[config.mk]
export PLATFORM = sky130hd
export DESIGN_NAME = pmodi2s_rx
export DESIGN_NICKNAME = d
export VERILOG_FILES = /design/src/rtl/pmodi2s_pkg.sv /design/src/rtl/i2s_sync_edge.sv /design/src/rtl/pmodi2s_rx.sv
export SDC_FILE = /design/constraint.sdc
export NUM_CORES = 1
export LEC_CHECK = 0
export CAP_MARGIN = 20
export CORE_MARGIN = 1
export CORE_UTILIZATION = 55
export DETAILED_ROUTE_END_ITERATION = 16
export PLACE_DENSITY = 0.79
export SLEW_MARGIN = 20
export SYNTH_ARGS = -nofsm -noshare
export SYNTH_HDL_FRONTEND = slang
export SYNTH_SLANG_ARGS = --single-unit
[constraint.sdc]
create_clock -name clk -period 9.81 [get_ports clk]
set_clock_uncertainty 0.2 [all_clocks]
set_input_delay 1.962 -clock clk [delete_from_list [all_inputs] [get_ports clk]]
set_output_delay 1.962 -clock clk [all_outputs]
set_load 0.005 [all_outputs]
[src/rtl/pmodi2s_pkg.sv]
// Shared definitions for the I2S capture path.
// Holds the frame geometry and the receiver state encoding.
package pmodi2s_pkg;

  localparam int WORD_W   = 24;  // audio word width
  localparam int SLOT_W   = 32;  // SCK periods per channel slot
  localparam int SLOT_MIN = 25;  // shortest slot that still carries a full word
  localparam int SLOT_MAX = 63;  // SCK count with no LRCK edge that means a stuck LRCK

  typedef enum logic [1:0] {
    SYNC  = 2'd0,
    LEFT  = 2'd1,
    RIGHT = 2'd2
  } rx_state_t;

endpackage

[src/rtl/i2s_sync_edge.sv]
// Two-flop synchronizer with a third stage for edge detection.
// Ports:
//   clk, rst : system clock, asynchronous active-high reset
//   d        : asynchronous input pin
//   level    : synchronized level (second stage)
//   rise     : one-clk pulse on a synchronized 0->1 transition
//   fall     : one-clk pulse on a synchronized 1->0 transition
module i2s_sync_edge (
  input  logic clk,
  input  logic rst,
  input  logic d,
  output logic level,
  output logic rise,
  output logic fall
);

  logic s1, s2, s3;

  always_ff @(posedge clk or posedge rst) begin
    if (rst) begin
      s1 <= 1'b0;
      s2 <= 1'b0;
      s3 <= 1'b0;
    end else begin
      s1 <= d;
      s2 <= s1;
      s3 <= s2;
    end
  end

  assign level = s2;
  assign rise  = s2 & ~s3;
  assign fall  = ~s2 & s3;

endmodule

[src/rtl/pmodi2s_rx.sv]
// I2S slave receiver: 64 SCK per frame, MSB first, one-SCK delay after
// each LRCK edge, LRCK low = left. Captures a left/right word pair per frame.
// Ports:
//   clk, rst   : system clock, asynchronous active-high reset
//   sck        : external bit clock (asynchronous, <= clk/8)
//   lrck       : word select, 0 = left, 1 = right (asynchronous)
//   sdout      : serial data from the master (asynchronous)
//   data_l     : last complete left word, updated with data_valid
//   data_r     : last complete right word, updated with data_valid
//   data_valid : one-clk strobe when data_l/data_r are loaded as a pair
//   frame_err  : one-clk strobe on a short or stuck (over-long) slot
module pmodi2s_rx #(
  parameter int WORD_W = 24,
  parameter int SLOT_W = 32
) (
  input  logic              clk,
  input  logic              rst,
  input  logic              sck,
  input  logic              lrck,
  input  logic              sdout,
  output logic [WORD_W-1:0] data_l,
  output logic [WORD_W-1:0] data_r,
  output logic              data_valid,
  output logic              frame_err
);

  import pmodi2s_pkg::*;

  localparam int CNT_W = $clog2(2 * SLOT_W);
  localparam logic [CNT_W-1:0] CNT_SAT     = CNT_W'(SLOT_MAX);
  localparam logic [CNT_W-1:0] CNT_PRE_SAT = CNT_W'(SLOT_MAX - 1);
  localparam logic [CNT_W-1:0] CNT_MIN     = CNT_W'(SLOT_MIN);
  localparam logic [CNT_W-1:0] CNT_LAST    = CNT_W'(WORD_W);

  logic sck_rise, sck_level_unused, sck_fall_unused;
  logic lrck_s, lrck_rise_unused, lrck_fall_unused;
  logic sd_s, sd_rise_unused, sd_fall_unused;

  i2s_sync_edge u_sync_sck (
    .clk(clk), .rst(rst), .d(sck),
    .level(sck_level_unused), .rise(sck_rise), .fall(sck_fall_unused)
  );

  i2s_sync_edge u_sync_lrck (
    .clk(clk), .rst(rst), .d(lrck),
    .level(lrck_s), .rise(lrck_rise_unused), .fall(lrck_fall_unused)
  );

  i2s_sync_edge u_sync_sd (
    .clk(clk), .rst(rst), .d(sdout),
    .level(sd_s), .rise(sd_rise_unused), .fall(sd_fall_unused)
  );

  // ---- stage 0: register the rise event with the levels sampled at it
  logic rise_p0, lrck_p0, sd_p0;

  always_ff @(posedge clk or posedge rst) begin
    if (rst) begin
      rise_p0 <= 1'b0;
      lrck_p0 <= 1'b0;
      sd_p0   <= 1'b0;
    end else begin
      rise_p0 <= sck_rise;
      lrck_p0 <= lrck_s;
      sd_p0   <= sd_s;
    end
  end

  // ---- stage 1: slot tracking, FSM and deserialization on each rise
  rx_state_t          state, state_nxt;
  logic [CNT_W-1:0]   cnt;
  logic               lrck_prev;
  logic               primed;   // lrck_prev holds a real sample (first rise after reset only primes)
  logic               chg, short_slot, err_nxt, word_done, shift_en;
  logic [WORD_W-1:0]  shreg, hold;
  logic               vld_p1, err_p1;

  always_comb begin
    chg        = rise_p0 && primed && (lrck_p0 != lrck_prev);
    short_slot = chg && (state != SYNC) && (cnt < CNT_MIN);
    word_done  = rise_p0 && !chg && (cnt == CNT_LAST);
    shift_en   = rise_p0 && !chg && (cnt != '0) && (cnt <= CNT_LAST);
    state_nxt  = state;
    err_nxt    = 1'b0;
    if (chg) begin
      err_nxt = short_slot;
      // A falling LRCK always starts a left slot, even right after an error.
      if (!lrck_p0)
        state_nxt = LEFT;
      else if ((state == LEFT) && !short_slot)
        state_nxt = RIGHT;
      else
        state_nxt = SYNC;
    end else if (rise_p0 && (state != SYNC) && (cnt == CNT_PRE_SAT)) begin
      err_nxt   = 1'b1;
      state_nxt = SYNC;
    end
  end

  always_ff @(posedge clk or posedge rst) begin
    if (rst) state <= SYNC;
    else     state <= state_nxt;
  end

  always_ff @(posedge clk or posedge rst) begin
    if (rst) begin
      cnt       <= '0;
      lrck_prev <= 1'b0;
      primed    <= 1'b0;
      shreg     <= '0;
      hold      <= '0;
      vld_p1    <= 1'b0;
      err_p1    <= 1'b0;
    end else begin
      if (rise_p0) begin
        lrck_prev <= lrck_p0;
        primed    <= 1'b1;
        if (chg)
          cnt <= CNT_W'(1);
        else if (cnt != CNT_SAT)
          cnt <= cnt + 1'b1;
      end
      if (shift_en)
        shreg <= {shreg[WORD_W-2:0], sd_p0};
      if (word_done && (state == LEFT))
        hold <= {shreg[WORD_W-2:0], sd_p0};
      // RIGHT is only reachable through a complete left slot, so the pair is intact.
      vld_p1 <= word_done && (state == RIGHT);
      err_p1 <= err_nxt;
    end
  end

  // ---- stage 2: strobe delay
  logic vld_p2, err_p2;

  always_ff @(posedge clk or posedge rst) begin
    if (rst) begin
      vld_p2 <= 1'b0;
      err_p2 <= 1'b0;
    end else begin
      vld_p2 <= vld_p1;
      err_p2 <= err_p1;
    end
  end

  // ---- output stage: words load only together with the strobe
  always_ff @(posedge clk or posedge rst) begin
    if (rst) begin
      data_l     <= '0;
      data_r     <= '0;
      data_valid <= 1'b0;
      frame_err  <= 1'b0;
    end else begin
      data_valid <= vld_p2;
      frame_err  <= err_p2;
      if (vld_p2) begin
        data_l <= hold;
        data_r <= shreg;
      end
    end
  end

endmodule
# Yosys cells after proc, flatten, opt, wreduce, memory -nomap -nowiden
# Index checks and enable logic that the tools add are counted.
[word_totals] elab_cells=63 input_bits=5 out_inout_bits=50 regBits=122
[classes] eq_ne=6 magnitude_cmp=2 n_reduce_logical=20 mux=8 bitwise_logic=2 addsub=1
[op_table] operator="$logic_and A1 B1 Y1" n=13
[op_table] operator="$mux W6" n=2
[op_table] operator="$mux W2" n=4
[op_table] operator="$add A6 B1 Y6 const B" n=1
[op_table] operator="$eq A6 B5 Y1 const B" n=1
[op_table] operator="$eq A6 B6 Y1 const B" n=1
[op_table] operator="$le A6 B5 Y1 const B" n=1
[op_table] operator="$lt A6 B5 Y1 const B" n=1
[op_table] operator="$ne A6 B6 Y1 const B" n=1
[op_table] operator="$reduce_bool A2 Y1" n=3
[op_table] operator="$reduce_bool A6 Y1" n=1
[op_table] operator="$eq A2 B1 Y1 const B" n=1
[op_table] operator="$eq A2 B2 Y1 const B" n=1
[op_table] operator="$logic_not A1 Y1" n=2
[op_table] operator="$mux W1" n=2
[op_table] operator="$reduce_and A2 Y1" n=1
[op_table] operator="$and A1 B1 Y1" n=1
[op_table] operator="$ne A1 B1 Y1" n=1
[op_table] operator="$not A1 Y1" n=1

# Depth between registers and ports, before layout
[logic_depth] ltp_word=9 mapped_depth=7 depth_no_buf=6

# Hierarchy
# A second synthesis with hierarchy kept.
[hier_totals] hier_cells=299 hier_area_um2=4689.5
[by_module_without_submodules] mod="pmodi2s_rx" cells_each=281 area_each_um2=4408.0 instances=1
[by_module_without_submodules] mod="i2s_sync_edge" cells_each=6 area_each_um2=93.8 instances=3

# Least setup slack after synthesis
# OpenSTA, ideal clock, no wires.
[synth_timing] path_type="reg2out" from="reg data_l[0]" to="out data_l[0]" n_path_buf=0 setup_slack_ns=7.289 arrival_ns=0.359 path_stages_with_launch=1 cell_sequence="dfrtp_1"
[synth_rtl] item="from (decl)" line="pmodi2s_rx.sv:21" text="output logic [WORD_W-1:0] data_l,"
[synth_rtl] item="from (signal assigned)" line="pmodi2s_rx.sv:157" text="data_l <= hold;"
# No word-level cell between the ends.

# Final worst setup path
[layout_timing] from="reg data_r[7]" to="out data_r[7]"
[layout_rtl] item="from (decl)" line="pmodi2s_rx.sv:22" text="output logic [WORD_W-1:0] data_r,"
[layout_rtl] item="from (signal assigned)" line="pmodi2s_rx.sv:158" text="data_r <= shreg;"
# No word-level cell between the ends.

==> impl_metrics.csv <==
group,metric,value,unit
clocking,cts_max_level,4,
sta,fmaxAchievable,281.3,MHz
placed_design,hpwl,4.559,mm
sta,slew_violations,0,
routing,ant_nets,0,
worst_setup_path,start_kind,"flop",
floorplanning,start_util,56.97,%
clocking,insertion_delay,0.52,ns
cells_and_area,layout-drive-gt1-share,36.89,%
synth,ys_seq_elements,122,
synth,yosysMostFrequentCell,"dfrtp_1",
global_route,track_usage,21.39,%
worst_setup_path,critPathMaxStageDelay,0.51,ns
global_route,grt_pass1_wl,13.88,mm
sta,final.setup.tns,0,ns
cells_and_area,antenna_cells,0,
clocking,cts_buffers,17,
sta,finalSetupViolCount,0,
floorplanning,die_h,94.25,um
placed_design,dp_cells,440,
synth,synth_area_leader_cell,"dfrtp_1",
synth,syn_area_per_cell,16.09,um2
clocking,cts_root_buffer,"clkbuf_8",
synth,ys_async_sr_fraction,100.0,%
cells_and_area,area_growth_syn_to_layout,27.02,%
outcome,status,"complete, no violations",
sta,min_period_over_period,36.24,%
worst_setup_path,cp_slowest_cell,"clkdlybuf4s50_1",
cells_and_area,layout.nets,363,
floorplanning,coreArea,8217,um2
global_route,grt_pass1_vias,2699,
worst_setup_path,worst-setup-path-type,"flop to primary output",
cells_and_area,fill_cells,528,
floorplanning,io_pins,55,
pwr,leakagePower,2.897,nW
worst_hold_path,hold_class,"flop to flop",
synth,yosys-top-cells-count,"122 x dfrtp_1, 77 x mux2_2, 20 x mux2_4",
sta,slew_headroom,43.61,%
cells_and_area,seqCellArea,3057,um2
clocking,cts_sinks,122,
synth,synth_top_area_share,65.22,%
clocking,cts-resized-gates,0,
floorplanning,core.rowCount,33,
routing,vias,2586,
placed_design,gp_congestion,0.8023,
routing,viasPerCell,5.490,
floorplanning,die_x,94.25,um
worst_setup_path,cp_top_family,"buffers and inverters",
sta,tightest_slew,0.8458,ns
worst_setup_path,required,7.65,ns
worst_setup_path,crit_buf_inv,1,
clocking,clockBufferDepth,2,
worst_setup_path,path_cells,"clkdlybuf4s50_1",
sta,rsz0062_at_grt,"no",
synth,synth_edf_count,0,
clocking,cts_hold_buf,0,
routing,wl_per_cell,17.56,um
floorplanning,die-area,8883,um2
sta,hold_violations,0,
worst_setup_path,worst_ep_arrival_time,1.39,ns
sta,min_period,3.555,ns
synth,syn-instance-count,291,
routing,routed_wl,8.272,mm
routing,drc,0,
clocking,cts_tree,"done",
synth,synthesis.nets,300,
cells_and_area,fin_cells,471,
flow_run,cap_viol_max_count,0,
worst_setup_path,worstSetupEndpointType,"primary output",
routing,drtPass1Iterations,4,
pwr,powerDensity,220.3,nW/um2
pwr,total_power,1.310,mW
synth,synth.yosys.seq_area_share,65.22,%
worst_setup_path,critPathMaxFanout,2,
synth,yosys_warnings,0,
cells_and_area,multiInputGateArea,1544,um2
global_route,grt.overflow.total,0,
placed_design,io_buffers,54,
clocking,cts.clk_slew.worst_paths,0.06,ns
synth,ys_types,35,
synth,postSynth.topFlopCell,"dfrtp_1",
synth,synthTopCellsByArea,"dfrtp_1 65%, mux2_2 19%, mux2_4 6.4%",
global_route,antenna_found_initial,0,
pwr,peakVddDrop,0.0001292,V
clocking,post-cts-setup-buffers,0,
global_route,grt_max_degree,71,
routing,first_iter_violations,93,
synth,syn_area,4681,um2
-- layer usage --
layer / vias up / GRT usage, % / wire length, um
li1: 1160 / - / -
met1: 1353 / 28.15 / 3762
met2: 60 / 32.61 / 4102
met3: 13 / 6.472 / 269
met4: 0 / 9.744 / 137
met5: - / 0 / 0
-- cells by family (layout without fill, tap and decap cells) --
logic type / after synthesis / after routing / synth area share (%)
muxes: 98 / 98 / 25.15
DFF: 122 / 122 / 65.22
buffers and inverters: 16 / 91 / 1.791
xor gates and xnor gates: 1 / 1 / 0.1871
adders and majority gates: 4 / 4 / 1.069
and+or+nand+nor: 35 / 35 / 4.598
AOI/OAI and AO/OA: 15 / 15 / 1.978
-- final timing paths --
check,startpoint,to,slack [ns],depth (start not counted)
hold reg to reg,err_p2,frame_err,0.14,0
setup / recovery,data_r[7],data_r[7],6.26,1
min in group asynchronous,rst,hold[11],1.77,2
max in group asynchronous,rst,vld_p2,6.45,3
setup reg to reg,cnt[0],shreg[21],7.15,6
hold / removal,err_p2,frame_err,0.14,0
-- layout by cell type (no fill, tap or decap), types with 3 or more instances in the layout --
master and count:
o21ai_0 4, clkbuf_16 16, nand4_1 5, mux2_4 20
bufinv_16 6, nor3_1 4, nand3_1 4, ha_1 4
clkdlybuf4s50_1 54, a21oi_1 4, inv_1 4, mux2_2 77
dfrtp_1 121, nand2_1 6, nor2b_1 3
-- registers in the layout, summed over array words and instances, names as in the netlist, 2 cells and up --
| signal | cells |
|---|---|
| data_l | 24 |
| data_r | 24 |
| state | 2 |
| hold | 24 |
| cnt | 6 |
| shreg | 24 |
-- power breakdown --
part | switching (mW) | total (mW) | leakage (nW) | internal (mW)
sequential | 0.0306 | 0.563 | 1.66 | 0.532
combinational | 0.0383 | 0.0707 | 0.933 | 0.0324
clock | 0.215 | 0.677 | 0.308 | 0.462
total | 0.284 | 1.31 | 2.90 | 1.03
-- through the flow --
step | setup WS, ns | hold WS [ns] | util [%] | cell area [um2]
after floorplan | 4.405 | 0.1312 | - | 4681
after CTS | 6.218 | 0.1441 | 72.33 | 5943
after detailed placement | 5.819 | 0.1347 | 64.49 | 5299
after global placement | 5.858 | 0.1332 | 64.49 | 5299
after global routing | 6.143 | 0.1472 | 72.36 | 5946
final | 6.255 | 0.1448 | 72.36 | 5946
-- layout make-up --
| class | count | area share, % |
|---|---|---|
| Clock buffer | 19 | 7.092 |
| Timing Repair Buffer | 55 | 9.217 |
| Clock inverter | 12 | 3.746 |
| Tap cell | 105 | 2.210 |
| Multi-Input combinational cell | 153 | 25.97 |
| Sequential cell | 122 | 51.41 |
| Inverter | 5 | 0.3577 |
Note: power is estimated with default switching activity, not from simulation.
